### src/rtl/adc_model_multi_if.sv
// Reader-to-ADC-model bundle: chip select, serial clock, waveform controls
// and the per-channel serial data / frame status coming back.
interface adc_model_multi_if #(
    parameter int WIDTH    = 12,
    parameter int CHANNELS = 1
);
    logic                      run;
    logic [1:0]                mode;
    logic [WIDTH-1:0]          const_val;
    logic                      cs;
    logic                      sclk;
    logic [CHANNELS-1:0]       sd;
    logic                      done;
    logic                      short_frame;
    logic [CHANNELS*WIDTH-1:0] sample_dbg;

    modport master (
        output run, mode, const_val, cs, sclk,
        input  sd, done, short_frame, sample_dbg
    );

    modport slave (
        input  run, mode, const_val, cs, sclk,
        output sd, done, short_frame, sample_dbg
    );
endinterface

### src/rtl/adc_model_multi.sv
// Behavioural multi-channel serial SAR ADC model: free-running waveform
// generator, per-channel shadow latch at frame start, MSB-first shift-out.
module adc_model_multi #(
    parameter int WIDTH      = 12,
    parameter int CHANNELS   = 1,
    parameter int LEAD_ZEROS = 1,
    parameter int PERIOD     = 10,
    parameter int STEP       = 1
) (
    input  logic              clk,
    input  logic              reset_n,
    adc_model_multi_if.slave  bus
);
    localparam int TIMER_W    = (PERIOD > 0) ? $clog2(PERIOD + 1) : 1;
    localparam int CNT_W      = 5;
    localparam int FRAME_LAST = LEAD_ZEROS + WIDTH - 1;
    localparam int FLAT_W     = CHANNELS * WIDTH;

    typedef enum logic [1:0] {
        ST_IDLE  = 2'd0,
        ST_SHIFT = 2'd1,
        ST_TAIL  = 2'd2
    } state_t;

    logic [TIMER_W-1:0] timer_r;
    logic [WIDTH-1:0]   ramp_r;
    logic [WIDTH-1:0]   tri_r;
    logic               tri_up_r;
    logic [15:0]        lfsr_r;
    logic               update_s;

    state_t             state_r, state_nx;
    logic [CNT_W-1:0]   bit_cnt_r, bit_cnt_nx;
    logic [FLAT_W-1:0]  shadow_r, shadow_nx;
    logic [FLAT_W-1:0]  dbg_r, dbg_nx;
    logic [FLAT_W-1:0]  chan_val_s;
    logic [CHANNELS-1:0] sd_r, sd_nx;
    logic               done_r, done_nx;
    logic               short_r, short_nx;
    logic               cs_d_r, sclk_d_r;
    logic               fall_cs_s, rise_cs_s, fall_sclk_s;

    function automatic logic [WIDTH-1:0] rotl_w(input logic [WIDTH-1:0] v, input int n);
        logic [2*WIDTH-1:0] dbl;
        dbl = {v, v} << n;
        return dbl[2*WIDTH-1 -: WIDTH];
    endfunction

    assign update_s    = (timer_r == TIMER_W'(PERIOD));
    assign fall_cs_s   = cs_d_r & ~bus.cs;
    assign rise_cs_s   = ~cs_d_r & bus.cs;
    assign fall_sclk_s = sclk_d_r & ~bus.sclk;

    // Free-running generator: timer, ramp base, triangle and LFSR
    always_ff @(posedge clk) begin
        if (!reset_n) begin
            timer_r  <= {TIMER_W{1'b0}};
            ramp_r   <= {WIDTH{1'b0}};
            tri_r    <= {WIDTH{1'b0}};
            tri_up_r <= 1'b1;
            lfsr_r   <= 16'hACE1;
        end else if (update_s) begin
            timer_r <= {TIMER_W{1'b0}};
            ramp_r  <= ramp_r + WIDTH'(STEP);
            // Each extreme is held for one update, then the counter steps back
            if (tri_up_r) begin
                if (tri_r == {WIDTH{1'b1}}) begin
                    tri_r    <= tri_r - WIDTH'(1);
                    tri_up_r <= 1'b0;
                end else begin
                    tri_r <= tri_r + WIDTH'(1);
                end
            end else begin
                if (tri_r == {WIDTH{1'b0}}) begin
                    tri_r    <= WIDTH'(1);
                    tri_up_r <= 1'b1;
                end else begin
                    tri_r <= tri_r - WIDTH'(1);
                end
            end
            lfsr_r <= {lfsr_r[14:0], lfsr_r[15] ^ lfsr_r[13] ^ lfsr_r[12] ^ lfsr_r[10]};
        end else begin
            timer_r <= timer_r + TIMER_W'(1);
        end
    end

    // Per-channel view of the generator for the selected waveform
    always_comb begin
        chan_val_s = {FLAT_W{1'b0}};
        for (int c = 0; c < CHANNELS; c++) begin
            case (bus.mode)
                2'd0:    chan_val_s[c*WIDTH +: WIDTH] = ramp_r + WIDTH'(c);
                2'd1:    chan_val_s[c*WIDTH +: WIDTH] = tri_r;
                2'd2:    chan_val_s[c*WIDTH +: WIDTH] = rotl_w(lfsr_r[WIDTH-1:0], c % WIDTH);
                2'd3:    chan_val_s[c*WIDTH +: WIDTH] = bus.const_val;
                default: chan_val_s[c*WIDTH +: WIDTH] = {WIDTH{1'b0}};
            endcase
        end
    end

    // Frame FSM next state: run and rise_cs override any sclk activity
    always_comb begin
        state_nx   = state_r;
        bit_cnt_nx = bit_cnt_r;
        shadow_nx  = shadow_r;
        dbg_nx     = dbg_r;
        sd_nx      = sd_r;
        done_nx    = 1'b0;
        short_nx   = 1'b0;
        if (!bus.run) begin
            state_nx   = ST_IDLE;
            bit_cnt_nx = {CNT_W{1'b0}};
            sd_nx      = {CHANNELS{1'b0}};
        end else if (rise_cs_s) begin
            state_nx   = ST_IDLE;
            bit_cnt_nx = {CNT_W{1'b0}};
            sd_nx      = {CHANNELS{1'b0}};
            done_nx    = (state_r == ST_TAIL);
            short_nx   = (state_r == ST_SHIFT);
        end else begin
            case (state_r)
                ST_IDLE: begin
                    sd_nx = {CHANNELS{1'b0}};
                    if (fall_cs_s) begin
                        shadow_nx  = chan_val_s;
                        dbg_nx     = chan_val_s;
                        bit_cnt_nx = {CNT_W{1'b0}};
                        state_nx   = ST_SHIFT;
                    end else begin
                        state_nx = ST_IDLE;
                    end
                end
                ST_SHIFT: begin
                    if (fall_sclk_s) begin
                        // Shadow doubles as a shift register: MSB goes out first
                        if (bit_cnt_r < CNT_W'(LEAD_ZEROS)) begin
                            sd_nx = {CHANNELS{1'b0}};
                        end else begin
                            for (int c = 0; c < CHANNELS; c++) begin
                                sd_nx[c] = shadow_r[c*WIDTH + WIDTH - 1];
                                shadow_nx[c*WIDTH +: WIDTH] = {shadow_r[c*WIDTH +: (WIDTH-1)], 1'b0};
                            end
                        end
                        bit_cnt_nx = bit_cnt_r + CNT_W'(1);
                        if (bit_cnt_r == CNT_W'(FRAME_LAST)) begin
                            state_nx = ST_TAIL;
                        end else begin
                            state_nx = ST_SHIFT;
                        end
                    end else begin
                        state_nx = ST_SHIFT;
                    end
                end
                ST_TAIL: begin
                    if (fall_sclk_s) begin
                        sd_nx = {CHANNELS{1'b0}};
                    end else begin
                        sd_nx = sd_r;
                    end
                end
                default: begin
                    state_nx = ST_IDLE;
                    sd_nx    = {CHANNELS{1'b0}};
                end
            endcase
        end
    end

    // Frame state, edge history and registered outputs
    always_ff @(posedge clk) begin
        if (!reset_n) begin
            state_r   <= ST_IDLE;
            bit_cnt_r <= {CNT_W{1'b0}};
            shadow_r  <= {FLAT_W{1'b0}};
            dbg_r     <= {FLAT_W{1'b0}};
            sd_r      <= {CHANNELS{1'b0}};
            done_r    <= 1'b0;
            short_r   <= 1'b0;
            cs_d_r    <= 1'b1;
            sclk_d_r  <= 1'b0;
        end else begin
            state_r   <= state_nx;
            bit_cnt_r <= bit_cnt_nx;
            shadow_r  <= shadow_nx;
            dbg_r     <= dbg_nx;
            sd_r      <= sd_nx;
            done_r    <= done_nx;
            short_r   <= short_nx;
            cs_d_r    <= bus.cs;
            sclk_d_r  <= bus.sclk;
        end
    end

    assign bus.sd          = sd_r;
    assign bus.done        = done_r;
    assign bus.short_frame = short_r;
    assign bus.sample_dbg  = dbg_r;
endmodule

### src/flat_wrapper.sv
// flat-port wrapper written by rule: the top's interface ports become plain ports
module adc_model_multi_flat 
#(
    parameter int WIDTH      = 12,
    parameter int CHANNELS   = 1,
    parameter int LEAD_ZEROS = 1,
    parameter int PERIOD     = 10,
    parameter int STEP       = 1
)
  (clk, reset_n, bus_run, bus_mode, bus_const_val, bus_cs, bus_sclk, bus_sd, bus_done, bus_short_frame, bus_sample_dbg);
  adc_model_multi_if #(.WIDTH(WIDTH), .CHANNELS(CHANNELS)) bus_i ();
  input  logic clk;
  input  logic reset_n;
  input wire logic [$bits(bus_i.run)-1:0] bus_run;
  input wire logic [$bits(bus_i.mode)-1:0] bus_mode;
  input wire logic [$bits(bus_i.const_val)-1:0] bus_const_val;
  input wire logic [$bits(bus_i.cs)-1:0] bus_cs;
  input wire logic [$bits(bus_i.sclk)-1:0] bus_sclk;
  output wire logic [$bits(bus_i.sd)-1:0] bus_sd;
  output wire logic [$bits(bus_i.done)-1:0] bus_done;
  output wire logic [$bits(bus_i.short_frame)-1:0] bus_short_frame;
  output wire logic [$bits(bus_i.sample_dbg)-1:0] bus_sample_dbg;
  assign bus_i.run = bus_run;
  assign bus_i.mode = bus_mode;
  assign bus_i.const_val = bus_const_val;
  assign bus_i.cs = bus_cs;
  assign bus_i.sclk = bus_sclk;
  assign bus_sd = bus_i.sd;
  assign bus_done = bus_i.done;
  assign bus_short_frame = bus_i.short_frame;
  assign bus_sample_dbg = bus_i.sample_dbg;
  adc_model_multi #(.WIDTH(WIDTH), .CHANNELS(CHANNELS), .LEAD_ZEROS(LEAD_ZEROS), .PERIOD(PERIOD), .STEP(STEP)) u_core (.clk(clk), .reset_n(reset_n), .bus(bus_i));
endmodule
### config.mk
export PLATFORM = sky130hd
export DESIGN_NAME = adc_model_multi_flat
export DESIGN_NICKNAME = d
export VERILOG_FILES = /design/src/rtl/adc_model_multi_if.sv /design/src/rtl/adc_model_multi.sv /design/src/flat_wrapper.sv
export SDC_FILE = /design/constraint.sdc
export NUM_CORES = 1
export LEC_CHECK = 0
export ABC_CLOCK_PERIOD_IN_PS = 2500
export CAP_MARGIN = 40
export CORE_MARGIN = 2
export CORE_UTILIZATION = 47
export DETAILED_ROUTE_END_ITERATION = 12
export GPL_ROUTABILITY_DRIVEN = 0
export GPL_TIMING_DRIVEN = 0
export HOLD_SLACK_MARGIN = 0.1
export PLACE_DENSITY = 0.7
export SLEW_MARGIN = 25
export SYNTH_ARGS = -nofsm -noshare
export SYNTH_HDL_FRONTEND = slang
export SYNTH_SLANG_ARGS = --single-unit
### constraint.sdc
create_clock -name clk -period 2.5 [get_ports clk]
set_clock_uncertainty 0.05 [all_clocks]
set_input_delay 0.5 -clock clk [delete_from_list [all_inputs] [get_ports clk]]
set_output_delay 0.5 -clock clk [all_outputs]
set_load 0.02 [all_outputs]
==> impl_metrics.toml <==
[clock_network]
cts-root-buf = "clkbuf_8"
cts_buffers = 9
cts_tree = "built"
post_cts_buffers = 0
cts-htree-levels = 3
post_cts_resized = 0
hold_buffers = 0
path_clk_slew_ns = 0.08
worstSkewPairLatency_ns = 0.34
cts.sinks = 81
cts_buffer_depth = 2

[route]
wirelength_um = 9810
viasPerCell = 5.70
wl_per_cell_um = 15.7
antenna_left = 0
remaining_drc_errors = 0
drt_iter0_markers = 178
dr.pass1.iters = 6
num_vias = 3569

[critical_path]
cp.depth = 7
crit_required_ns = 2.71
cp-start-kind = "input port"
crit_path_end = "u_core.shadow_r[9]$_SDFFE_PN0P_"
cp-end-kind = "flip-flop"
cp_max_fo = 10
worst_path_max_delay_cell = "clkdlybuf4s50_1"
slowest_delay_ns = 0.52
path_buf_inv = 2
arrival_ns = 2.52
reg2reg_depth = 7
reg2reg_to = "u_core.tri_r[5]$_SDFFE_PN0P_"
rr_startpoint = "u_core.timer_r[0]$_SDFF_PP0_"
crit_family = "buffers and inverters"
reg2reg_slack_ns = 0.32
path_class = "in2reg"
crit_chain = "clkdlybuf4s50_1 > nor4b_4 > a21oi_1 > nor2_1 > clkbuf_1 > o21ai_0 > a31oi_1"
crit_start = "bus_cs"

[global_route]
grt_pass1_wl_um = 16200
grt_pass1_vias = 3412
antenna_found_initial = 0
grtUsageTotal = 0.207
grt_max_degree = 15
grt-ovfl-total = 0

[final_layout]
fin_nets = 540
final_cell_count_no_fill = 626
num_antenna_cells = 0
drive_gt1_frac = 0.102
fillerInstances = 778
final_common_cell = "nand2_1"
area.growth.synth_to_final_pct = 17.5
postLayoutCoreUtil = 0.561
layout_common_cells = "86 x nand2_1, 81 x dfxtp_1, 33 x clkdlybuf4s50_1"

[logic_synthesis]
synthTopCellsByArea = "dfxtp_1 39%, nand2_1 7.9%, mux4_2 6.0%"
synthXorXnorAreaFrac = 0.0448
ys_types = 62
synth_top_family_by_area = "simple AND/OR/NAND/NOR gates"
synthMuxAreaShare = 0.0792
syn_area_per_cell_sq_um = 8.76
synth_top_area_cell = "dfxtp_1"
ys_seq_area_frac = 0.395
yosysWarningCount = 0
async_flop_share = 0
synth_compound_area_frac = 0.141
ys.flop_type = "dfxtp_1"
syn_area_sq_um = 4110
synth_cells = 469
synth-edff-count = 0
synth_largest_type_area_fraction = 0.395
synth_fp_nets = 496
synth-seq-cells = 81
synth-simple-area-share = 0.265
synth_fa_ha_area_frac = 0.0244

[sta]
finalHoldViolCount = 0
fmax_ghz = 0.434
slew_headroom = 0.605
rsz0062_at_grt = "false"
finalSetupViolCount = 0
tns_ns = 0
finalWorstSetupSlack_ns = 0.194
worst_slew_pin_slew_ns = 0.586
fin_crit_sh = 0.923
drv_slew = 0
fin_crit_ns = 2.31

[place]
dpl.hpwl_um = 7330
numPortBuffers = 33
dp_slack_ns = -0.224
dpl.cell_count = 610

[pwr]
leakagePower_nw = 1.74
ir_drop_v = 0.000290
p_per_area_nw_per_um2 = 561

[floorplanning]
dieArea_sq_um = 9500
die_h_um = 97.5
core_area_sq_um = 8590
ios = 34
rows = 34
start_util = 0.478
die_w_um = 97.5

[status]
status = "completed"

[hold_path]
min-delay-start = "u_core.bus.sample_dbg[2]$_SDFFE_PN0P_"
min_path_type = "reg2reg"

[run]
maxCapViolCount = 0
==> report_power, final <==
| group | switching [mW] | internal (mW) | leakage [nW] | total (mW) |
|---|---|---|---|---|
| Sequential | 0.0162 | 1.32 | 0.656 | 1.33 |
| Clock | 0.492 | 0.670 | 0.117 | 1.16 |
| Combinational | 0.115 | 0.0974 | 0.962 | 0.212 |
| Total | 0.623 | 2.08 | 1.74 | 2.71 |
==> metrics by stage <==
stage	hold WS [ns]	power [mW]	area, sq um
6_report	0.414	2.71	4820
5_1_grt	0.437	2.80	4820
4_1_cts	0.420	2.72	4810
3_5_place_dp	0.409	1.57	4570
3_3_place_gp	0.390	1.57	4570
2_1_floorplan	0.380	1.49	4110
==> worst reg2reg max path, stage by stage, from the launching register on <==
cell      delay, ns
dfxtp_1        0.34
inv_1          0.06
ha_1           0.16
and3b_2        0.19
clkbuf_1       0.40
clkbuf_1       0.41
o21ai_0        0.24
o31ai_1        0.24
==> cells in the mapped netlist, types with 9 or more instances <==
cell type	instances
nor2_1	22
clkbuf_1	21
mux4_2	11
nand2_1	86
a31oi_1	13
nand4_1	9
dfxtp_1	81
and2_1	12
o21ai_0	24
xnor2_1	14
a21boi_0	22
nand3_1	32
==> worst min-delay path by stage <==
stage,endpoint,slack [ns],cells after the start
final,u_core.bus.sample_dbg[2]$_SDFFE_PN0P_,0.41,2
after global routing,u_core.shadow_r[8]$_SDFFE_PN0P_,0.44,2
after CTS,u_core.shadow_r[4]$_SDFFE_PN0P_,0.42,2
after detailed placement,u_core.bus.sample_dbg[2]$_SDFFE_PN0P_,0.41,2
after global placement,u_core.timer_r[0]$_SDFF_PP0_,0.39,1
after floorplan,u_core.timer_r[0]$_SDFF_PP0_,0.38,1
==> area by class of cell <==
class,instances,area (sq um),share of cell area
inverters,7,26.3,0.00545
clock inverters,6,115,0.0239
well taps,108,135,0.0280
plain buffers,33,181,0.0376
flip-flops and latches,81,1620,0.336
repair buffers,33,330,0.0685
clock buffers,10,128,0.0265
multi-input cells,348,2290,0.474
==> registers in the layout, summed over array words and instances (netlist names) <==
| signal | cells |
|---|---|
| u_core.bit_cnt_r | 5 |
| u_core.bus.done | 1 |
| u_core.bus.sample_dbg | 12 |
| u_core.bus.sd | 1 |
| u_core.bus.short_frame | 1 |
| u_core.cs_d_r | 1 |
| u_core.lfsr_r | 16 |
| u_core.ramp_r | 12 |
| u_core.sclk_d_r | 1 |
| u_core.shadow_r | 12 |
| u_core.state_r | 2 |
| u_core.timer_r | 4 |
| u_core.tri_r | 12 |
| u_core.tri_up_r | 1 |
==> cells by family after synthesis <==
logic type / count (synthesis)
muxes: 17
xor gates and xnor gates: 21
adders and majority gates: 8
DFF: 81
buffers and inverters: 40
AOI/OAI and AO/OA: 88
and+or+nand+nor: 214
==> routing by layer <==
metal | vias to the layer above | routed length, um | share of wire | track usage
li1 | 1741 | - | - | -
met1 | 1682 | 4270 | 0.44 | 0.254
met2 | 124 | 4830 | 0.49 | 0.356
met3 | 22 | 427 | 0.044 | 0.0324
met4 | 0 | 272 | 0.028 | 0.0994
met5 | - | 0 | 0 | 0
Note: power is estimated with default switching activity, not from simulation.
